**src/rtl/reg_file_pkg.sv**
```systemverilog
`default_nettype none
// ============================================================================
// Module   : reg_file_pkg
// Purpose  : Shared widths and types for the integer register file.
// Revision : 1.0 - initial release
// ============================================================================
package reg_file_pkg;
    localparam int XLEN      = 32;
    localparam int NREGS     = 32;
    localparam int REG_IDX_W = 5;

    typedef logic [REG_IDX_W-1:0] reg_idx_t;
    typedef logic [XLEN-1:0]      xlen_t;
endpackage : reg_file_pkg
`default_nettype wire

```
**src/rtl/regfile_scoreboard.sv**
```systemverilog
`default_nettype none
// ============================================================================
// Module   : regfile_scoreboard
// Purpose  : Per-register valid (committed) flags with reserve/set/reset.
// Revision : 1.0 - initial release
// ============================================================================
module regfile_scoreboard
    import reg_file_pkg::*;
(
    input  logic             clk,
    input  logic             reset_n,
    input  reg_idx_t         rd,
    input  logic             reserve,
    input  reg_idx_t         wreg0,
    input  logic             wen0,
    input  reg_idx_t         wreg1,
    input  logic             wen1,
    output logic [NREGS-1:0] valid
);

    logic [NREGS-1:0] r_valid;

    // Later assignments win: port 1 set, then port 0 set, then reserve clear.
    always_ff @(posedge clk) begin
        if (!reset_n) begin
            r_valid <= '1;
        end else begin
            if (wen1 && (wreg1 != '0)) r_valid[wreg1] <= 1'b1;
            if (wen0 && (wreg0 != '0)) r_valid[wreg0] <= 1'b1;
            if (reserve && (rd != '0)) r_valid[rd]    <= 1'b0;
        end
    end

    assign valid = r_valid;

endmodule : regfile_scoreboard
`default_nettype wire

```
**src/rtl/reg_file.sv**
```systemverilog
`default_nettype none
// ============================================================================
// Module   : reg_file
// Purpose  : 32x32 integer register file with scoreboard, two read ports,
//            two write ports. Option macro: REGFILE_BYPASS_EN (write-to-read
//            forwarding on both read ports).
// Revision : 1.0 - initial release
// ============================================================================
module reg_file
    import reg_file_pkg::*;
(
    input  logic                 clk,
    input  logic                 reset_n,
    input  logic [REG_IDX_W-1:0] rs1,
    output logic                 rs1_valid,
    output logic [XLEN-1:0]      rs1_data,
    input  logic [REG_IDX_W-1:0] rs2,
    output logic                 rs2_valid,
    output logic [XLEN-1:0]      rs2_data,
    input  logic [REG_IDX_W-1:0] rd,
    input  logic                 reserve,
    input  logic [REG_IDX_W-1:0] wreg0,
    input  logic [XLEN-1:0]      wdata0,
    input  logic                 wen0,
    input  logic [REG_IDX_W-1:0] wreg1,
    input  logic [XLEN-1:0]      wdata1,
    input  logic                 wen1
);

    xlen_t            r_regs [NREGS];
    logic [NREGS-1:0] w_valid_vec;

    regfile_scoreboard u_scoreboard (
        .clk     (clk),
        .reset_n (reset_n),
        .rd      (rd),
        .reserve (reserve),
        .wreg0   (wreg0),
        .wen0    (wen0),
        .wreg1   (wreg1),
        .wen1    (wen1),
        .valid   (w_valid_vec)
    );

    // Port 0 is written last so it wins a same-register conflict.
    always_ff @(posedge clk) begin
        if (!reset_n) begin
            for (int i = 0; i < NREGS; i++) begin
                r_regs[i] <= '0;
            end
        end else begin
            if (wen1 && (wreg1 != '0)) r_regs[wreg1] <= wdata1;
            if (wen0 && (wreg0 != '0)) r_regs[wreg0] <= wdata0;
        end
    end

    for (genvar p = 0; p < 2; p++) begin : g_rd_port
        reg_idx_t w_idx;
        xlen_t    w_data;
        logic     w_valid;

        assign w_idx = (p == 0) ? rs1 : rs2;

        always_comb begin
            w_data  = r_regs[w_idx];
            w_valid = w_valid_vec[w_idx];
`ifdef REGFILE_BYPASS_EN
            if (wen1 && (wreg1 == w_idx)) begin
                w_data  = wdata1;
                w_valid = 1'b1;
            end
            if (wen0 && (wreg0 == w_idx)) begin
                w_data  = wdata0;
                w_valid = 1'b1;
            end
`endif
            if (w_idx == '0) begin
                w_data  = '0;
                w_valid = 1'b1;
            end
        end
    end

    assign rs1_data  = g_rd_port[0].w_data;
    assign rs1_valid = g_rd_port[0].w_valid;
    assign rs2_data  = g_rd_port[1].w_data;
    assign rs2_valid = g_rd_port[1].w_valid;

endmodule : reg_file
`default_nettype wire

```
**config.mk**
```make
export PLATFORM = sky130hd
export DESIGN_NAME = reg_file
export DESIGN_NICKNAME = d
export VERILOG_FILES = /design/src/rtl/reg_file_pkg.sv /design/src/rtl/regfile_scoreboard.sv /design/src/rtl/reg_file.sv
export SDC_FILE = /design/constraint.sdc
export NUM_CORES = 2
export LEC_CHECK = 0
export BUFFER_PORTS_ARGS = -buffer_cell sky130_fd_sc_hd__buf_4
export CAP_MARGIN = 40
export CORE_UTILIZATION = 50
export DETAILED_ROUTE_END_ITERATION = 6
export PLACE_DENSITY = 0.66
export SLEW_MARGIN = 20
export SYNTH_ARGS = -nofsm -noshare
export SYNTH_HDL_FRONTEND = slang
export SYNTH_SLANG_ARGS = --single-unit
```
**constraint.sdc**
```tcl
create_clock -name clk -period 4 [get_ports clk]
set_input_delay 0.2 -clock clk [delete_from_list [all_inputs] [get_ports clk]]
set_output_delay 0.2 -clock clk [all_outputs]
set_load 0.05 [all_outputs]
```
== Word level (Yosys, flattened, before mapping) ==
Memory sizes are Yosys's and may differ from the RTL's.
Index checks and enable logic that the tools add are counted.
Word-level totals
  register bits after elaboration: 32
  RAM bits: 1024
  input port bits: 94
  output and inout port bits: 66
  word-level logic and storage cells: 59
  memories: 1
Operators by class
  magnitude comparators: 8
  mux-type cells: 32
  bitwise gates (word level): 4
  reduce and logical (&&, ||, !) cells: 13
Memory list
  r_regs: words 32, bits a word 32, rd ports 2, clocked after memory_dff 0, write ports 32, RTL line reg_file.sv:30  | xlen_t r_regs [NREGS];
Operator list (count)
  2-to-1 mux 32 bit: 9
  OR 32 bit: 2
  OR reduction 32 bit: 2
  bitwise AND 32 bit: 1
  NOT 32 bit: 1
  < comparator 5 x 6 -> 1 bit (second input constant): 5
  2-to-1 mux 1 bit: 16
  demux 1 bit (select 5 bit): 3
  >= comparator 5 x 1 -> 1 bit (second input constant): 3
  nonzero test 5 bit: 3
  binary-select mux 1 bit (select 5 bit): 2
  logical NOT 5 bit: 2
  2-to-1 mux 5 bit: 2
  logical AND 1 bit: 6

== Logic depth before layout (Yosys ltp) ==
  depth after elaboration: 12
  gate-level depth with buffers: 8
  depth with buffers taken out: 4

== By module ==
From an unflattened synthesis, not the netlist that was laid out.
Second synthesis, totals
  cells, all modules: 4076
  area total of the unflattened synthesis: 60676.9 µm²
By module, submodules not included
  reg_file: instances 1, cells each 3892, area an instance 59011.6 µm², sequential area each 30749.5 µm²
  regfile_scoreboard: instances 1, cells each 184, area an instance 1665.3 µm², sequential area each 640.6 µm²

== Least setup slack after synthesis ==
No wires, ideal clock.
  path kind: input to register
  from: input port wreg1[1]
  to: memory r_regs[24][0] in the netlist's numbering, enable pin
  library setup time: 0.438 ns
  data arrival time: 2.702 ns
  required time: 3.562 ns
  slack: 0.860 ns
  stages on the path: 4
  path buffers: 2
  cell sequence: buf_2 -> or3b_2 -> clkbuf_1 -> o221ai_1
RTL lines
  from (decl): RTL line reg_file.sv:25  | input logic [REG_IDX_W-1:0] wreg1,
  to (decl): RTL line reg_file.sv:30

== Worst setup path after layout ==
  from: input port rs2[0]
  to: output port rs2_data[0]
On the way
  cells in the longest elaborated chain, start to end: 2
  elaborated cells on any way between the ends: 3
  classes of those cells: mux: 1; reduce/logical: 1; memory: 1
RTL lines
  from (decl): RTL line reg_file.sv:17  | input logic [REG_IDX_W-1:0] rs2,
  memory read (32 x 32 bit) / logical NOT 5 bit (equally long branches)
  2-to-1 mux 32 bit (*): RTL line reg_file.sv:77  | if (w_idx == '0) begin
  to (decl): RTL line reg_file.sv:19  | output logic [XLEN-1:0] rs2_data,
Every way passes the cells marked *; elsewhere a longest branch is shown, timed or not.

==> results_dict.tcl <==
set metrics [dict create \
    status "finished with violations" \
    violations "DRC" \
    fmax_mhz 292 \
    start_kind "input port" \
    p_per_area_nw_per_um2 415 \
    ys.flop_type "edfxtp_1" \
    cts.sinks 1056 \
    cts_tree "done" \
    fin_crit_sh 0.856 \
    fin_util 0.564 \
    ir_drop_v 0.000358 \
    synth_top_cell_by_area "edfxtp_1" \
    whs_endpoint "r_regs[19][31]$_DFFE_PP_" \
    final_cell_mix "edfxtp_1 (1024), a22o_1 (992), mux4_2 (462)" \
    drive_above_1_share 0.283 \
    vias_per_cell 8.10 \
    num_rows 127 \
    hpwl_um 142000 \
    synth_area_per_cell_um2 15.2 \
    grt_usage 0.391 \
    synth_cell_types 48 \
    syn_area_um2 60600 \
    grt_overflow_total 0 \
    worst-setup-path-type "input port to output port" \
    synth_edf_count 1024 \
    drt-total-wl_um 243000 \
    crit_top_cell "buf_4" \
    r2r.worst_path.cells 3 \
    core_area_um2 120000 \
    ys_seq_area_frac 0.518 \
    drc 1 \
    dieHeight_um 350 \
    crit_required_ns 3.80 \
    grt_max_degree 51 \
    reg2reg_slack_ns 2.78 \
    relSlewSlack 0.344 \
    ys_warn_count 0 \
    hold_depth 2 \
    drt-pass1-iter-count 7 \
    wire_per_inst_um 43.0 \
    setup_viol 0 \
    synthToLayoutAreaGrowth_pct 11.7 \
    post_cts_resized 0 \
    async_flop_share 0 \
    cts_buffer_depth 3 \
    finalCriticalPeriod_ns 3.42 \
    routabilityCongestion 0.933 \
    h-tree-depth 3 \
    synthTopCellsByArea "edfxtp_1 (51%), mux4_2 (17%), a22o_1 (14%)" \
    finClkSkew_ns 0 \
    clk_latency_ns 0.74 \
    dpl_cell_area_um2 63900 \
    final.setup.tns_ns 0 \
    drv_slew 0 \
    yosysTopAreaCellShare 0.507 \
    timing.final.hold_violations 0 \
    fin_area_um2 67700 \
    grt_pass1_wl_um 336000 \
    hold_start "wdata1[31]" \
    root_buffer "clkbuf_16" \
    grt_pass1_vias 44600 \
    slowest_stage "a31oi_1" \
    initial_core_util 0.505 \
    die_w_um 350 \
    worstPathCellList "buf_6 > inv_4 > buf_4 > mux2i_1 > a221o_1 > a31oi_1 > buf_4 > buf_4" \
    clkTransAtPathRegs_ns 0.06 \
    worstMarginPinSlew_ns 0.980 \
    antenna_found_initial 22 \
    regToRegEndpoint "u_scoreboard.valid[30]$_SDFF_PN1_" \
    place_ws_ns 0.766 \
    max_cap_viol_count 0 \
    cp-end-kind "output port" \
    drt_iter0_markers 7965 \
    critPathArrivalTime_ns 3.22 \
    port_buffers 159 \
    cts_buffers 114 \
    reg2reg_from "u_scoreboard.valid[30]$_SDFF_PN1_" \
    total_power_uw 28100 \
    ant_nets 0 \
    ys_seq_elements 1056 \
    critical_path.max_fanout 31 \
    setup_slack_ns 0.577 \
    syn-instance-count 3980 \
    hp-class "input port to register" \
    cpPeakStageDelay_ns 0.59 \
    power.leakage_uw 0.0229 \
    grt_setup_unrepaired "false" \
    num-nets-final 4015 \
    layout_commonest_cell "edfxtp_1" \
    ios 160 \
    vias 45600 \
    die_area_um2 123000 \
]
[how the worst max path moves through the flow]
stage | startpoint | endpoint | slack, ns | cells after the start
finish | rs2[0] | rs2_data[0] | 0.58 | 8
CTS | rs1[0] | rs1_data[30] | 0.75 | 8
global route | rs2[0] | rs2_data[0] | 0.61 | 8
detailed placement | rs1[0] | rs1_data[30] | 0.77 | 8
floorplan | wreg1[1] | r_regs[24][0]$_DFFE_PP_ | 0.86 | 4
global placement | rs1[0] | rs1_data[30] | 0.75 | 8
[critical path, delay by kind of cell]
kind	cells	cell delay, ns
compound gates	2	1.04
mux	1	0.26
buf+inv	5	1.59
[report_power, final]
part | internal [uW] | switching, uW
registers | 12800 | 350
logic | 1580 | 2870
clock network | 5920 | 4590
total | 20300 | 7810
[per-stage QoR]
stage          hold WS (ns)  std cells
2_1_floorplan         0.394       4011
3_3_place_gp          0.447       5387
3_5_place_dp          0.450       5398
4_1_cts              0.0380       5620
5_1_grt              0.0533       5627
6_report             0.0508       5635
[synthesized netlist by cell type (3+ instances only)]
| master | number |
|---|---|
| nand2_1 | 9 |
| buf_4 | 36 |
| or2_2 | 4 |
| nor3_2 | 27 |
| nor3_1 | 6 |
| a31oi_1 | 64 |
| buf_6 | 64 |
| nand3_1 | 11 |
| clkbuf_1 | 300 |
| a21oi_1 | 8 |
| o221ai_1 | 26 |
| a22oi_1 | 66 |
| buf_2 | 198 |
| o21ai_0 | 68 |
| nand4_1 | 6 |
| nor2_1 | 81 |
| nor2_2 | 11 |
| nor2b_1 | 4 |
| mux2i_1 | 264 |
| nand4b_1 | 5 |
| dfxtp_1 | 32 |
| inv_1 | 5 |
| or3_1 | 4 |
| o32a_1 | 10 |
| mux4_2 | 462 |
| a22o_1 | 992 |
| edfxtp_1 | 1024 |
| or3b_1 | 6 |
| buf_1 | 4 |
| o22a_1 | 9 |
| o32ai_1 | 3 |
| a221oi_1 | 66 |
| nand3b_1 | 11 |
| a221o_1 | 64 |
| mux2_2 | 4 |
| buf_12 | 6 |
| nand2b_1 | 3 |
[routing by layer]
metal | share of wire | up-vias | track usage
met3 | 0.17 | 899 | 0.166
met5 | 0.00079 | - | 0.000785
met1 | 0.34 | 23200 | 0.503
li1 | - | 17000 | -
met4 | 0.064 | 30 | 0.217
met2 | 0.43 | 4476 | 0.557
[cells by family after synthesis]
group | synth area share
AND/OR/NAND/NOR | 0.0195
other | 0.0000619
multiplexers | 0.216
AO/OA/AOI/OAI | 0.192
buffers and inverters | 0.0545
flip-flops | 0.518
[state kept, by name, summed over array words and instances, names as in the netlist]
name / cells
r_regs: 1024
u_scoreboard.valid: 32
[area by class of cell]
type                       count  area [um^2]
antenna                        8         20.0
clock buffer                 144         3120
clock inverter                66          488
fill                        9285        52400
inverter                       5         23.8
multi-input combinational   2338        27000
sequential                  1056        31400
tap                         1612         2020
timing repair buffer         406         3690
[what timing repair did]
item                       4_1_cts  5_1_grt
hold buffers                    12        0
setup endpoints to repair        0        0
hold endpoints to repair        31        0
buffers inserted                 0        0
Note: power is estimated with default switching activity, not from simulation.
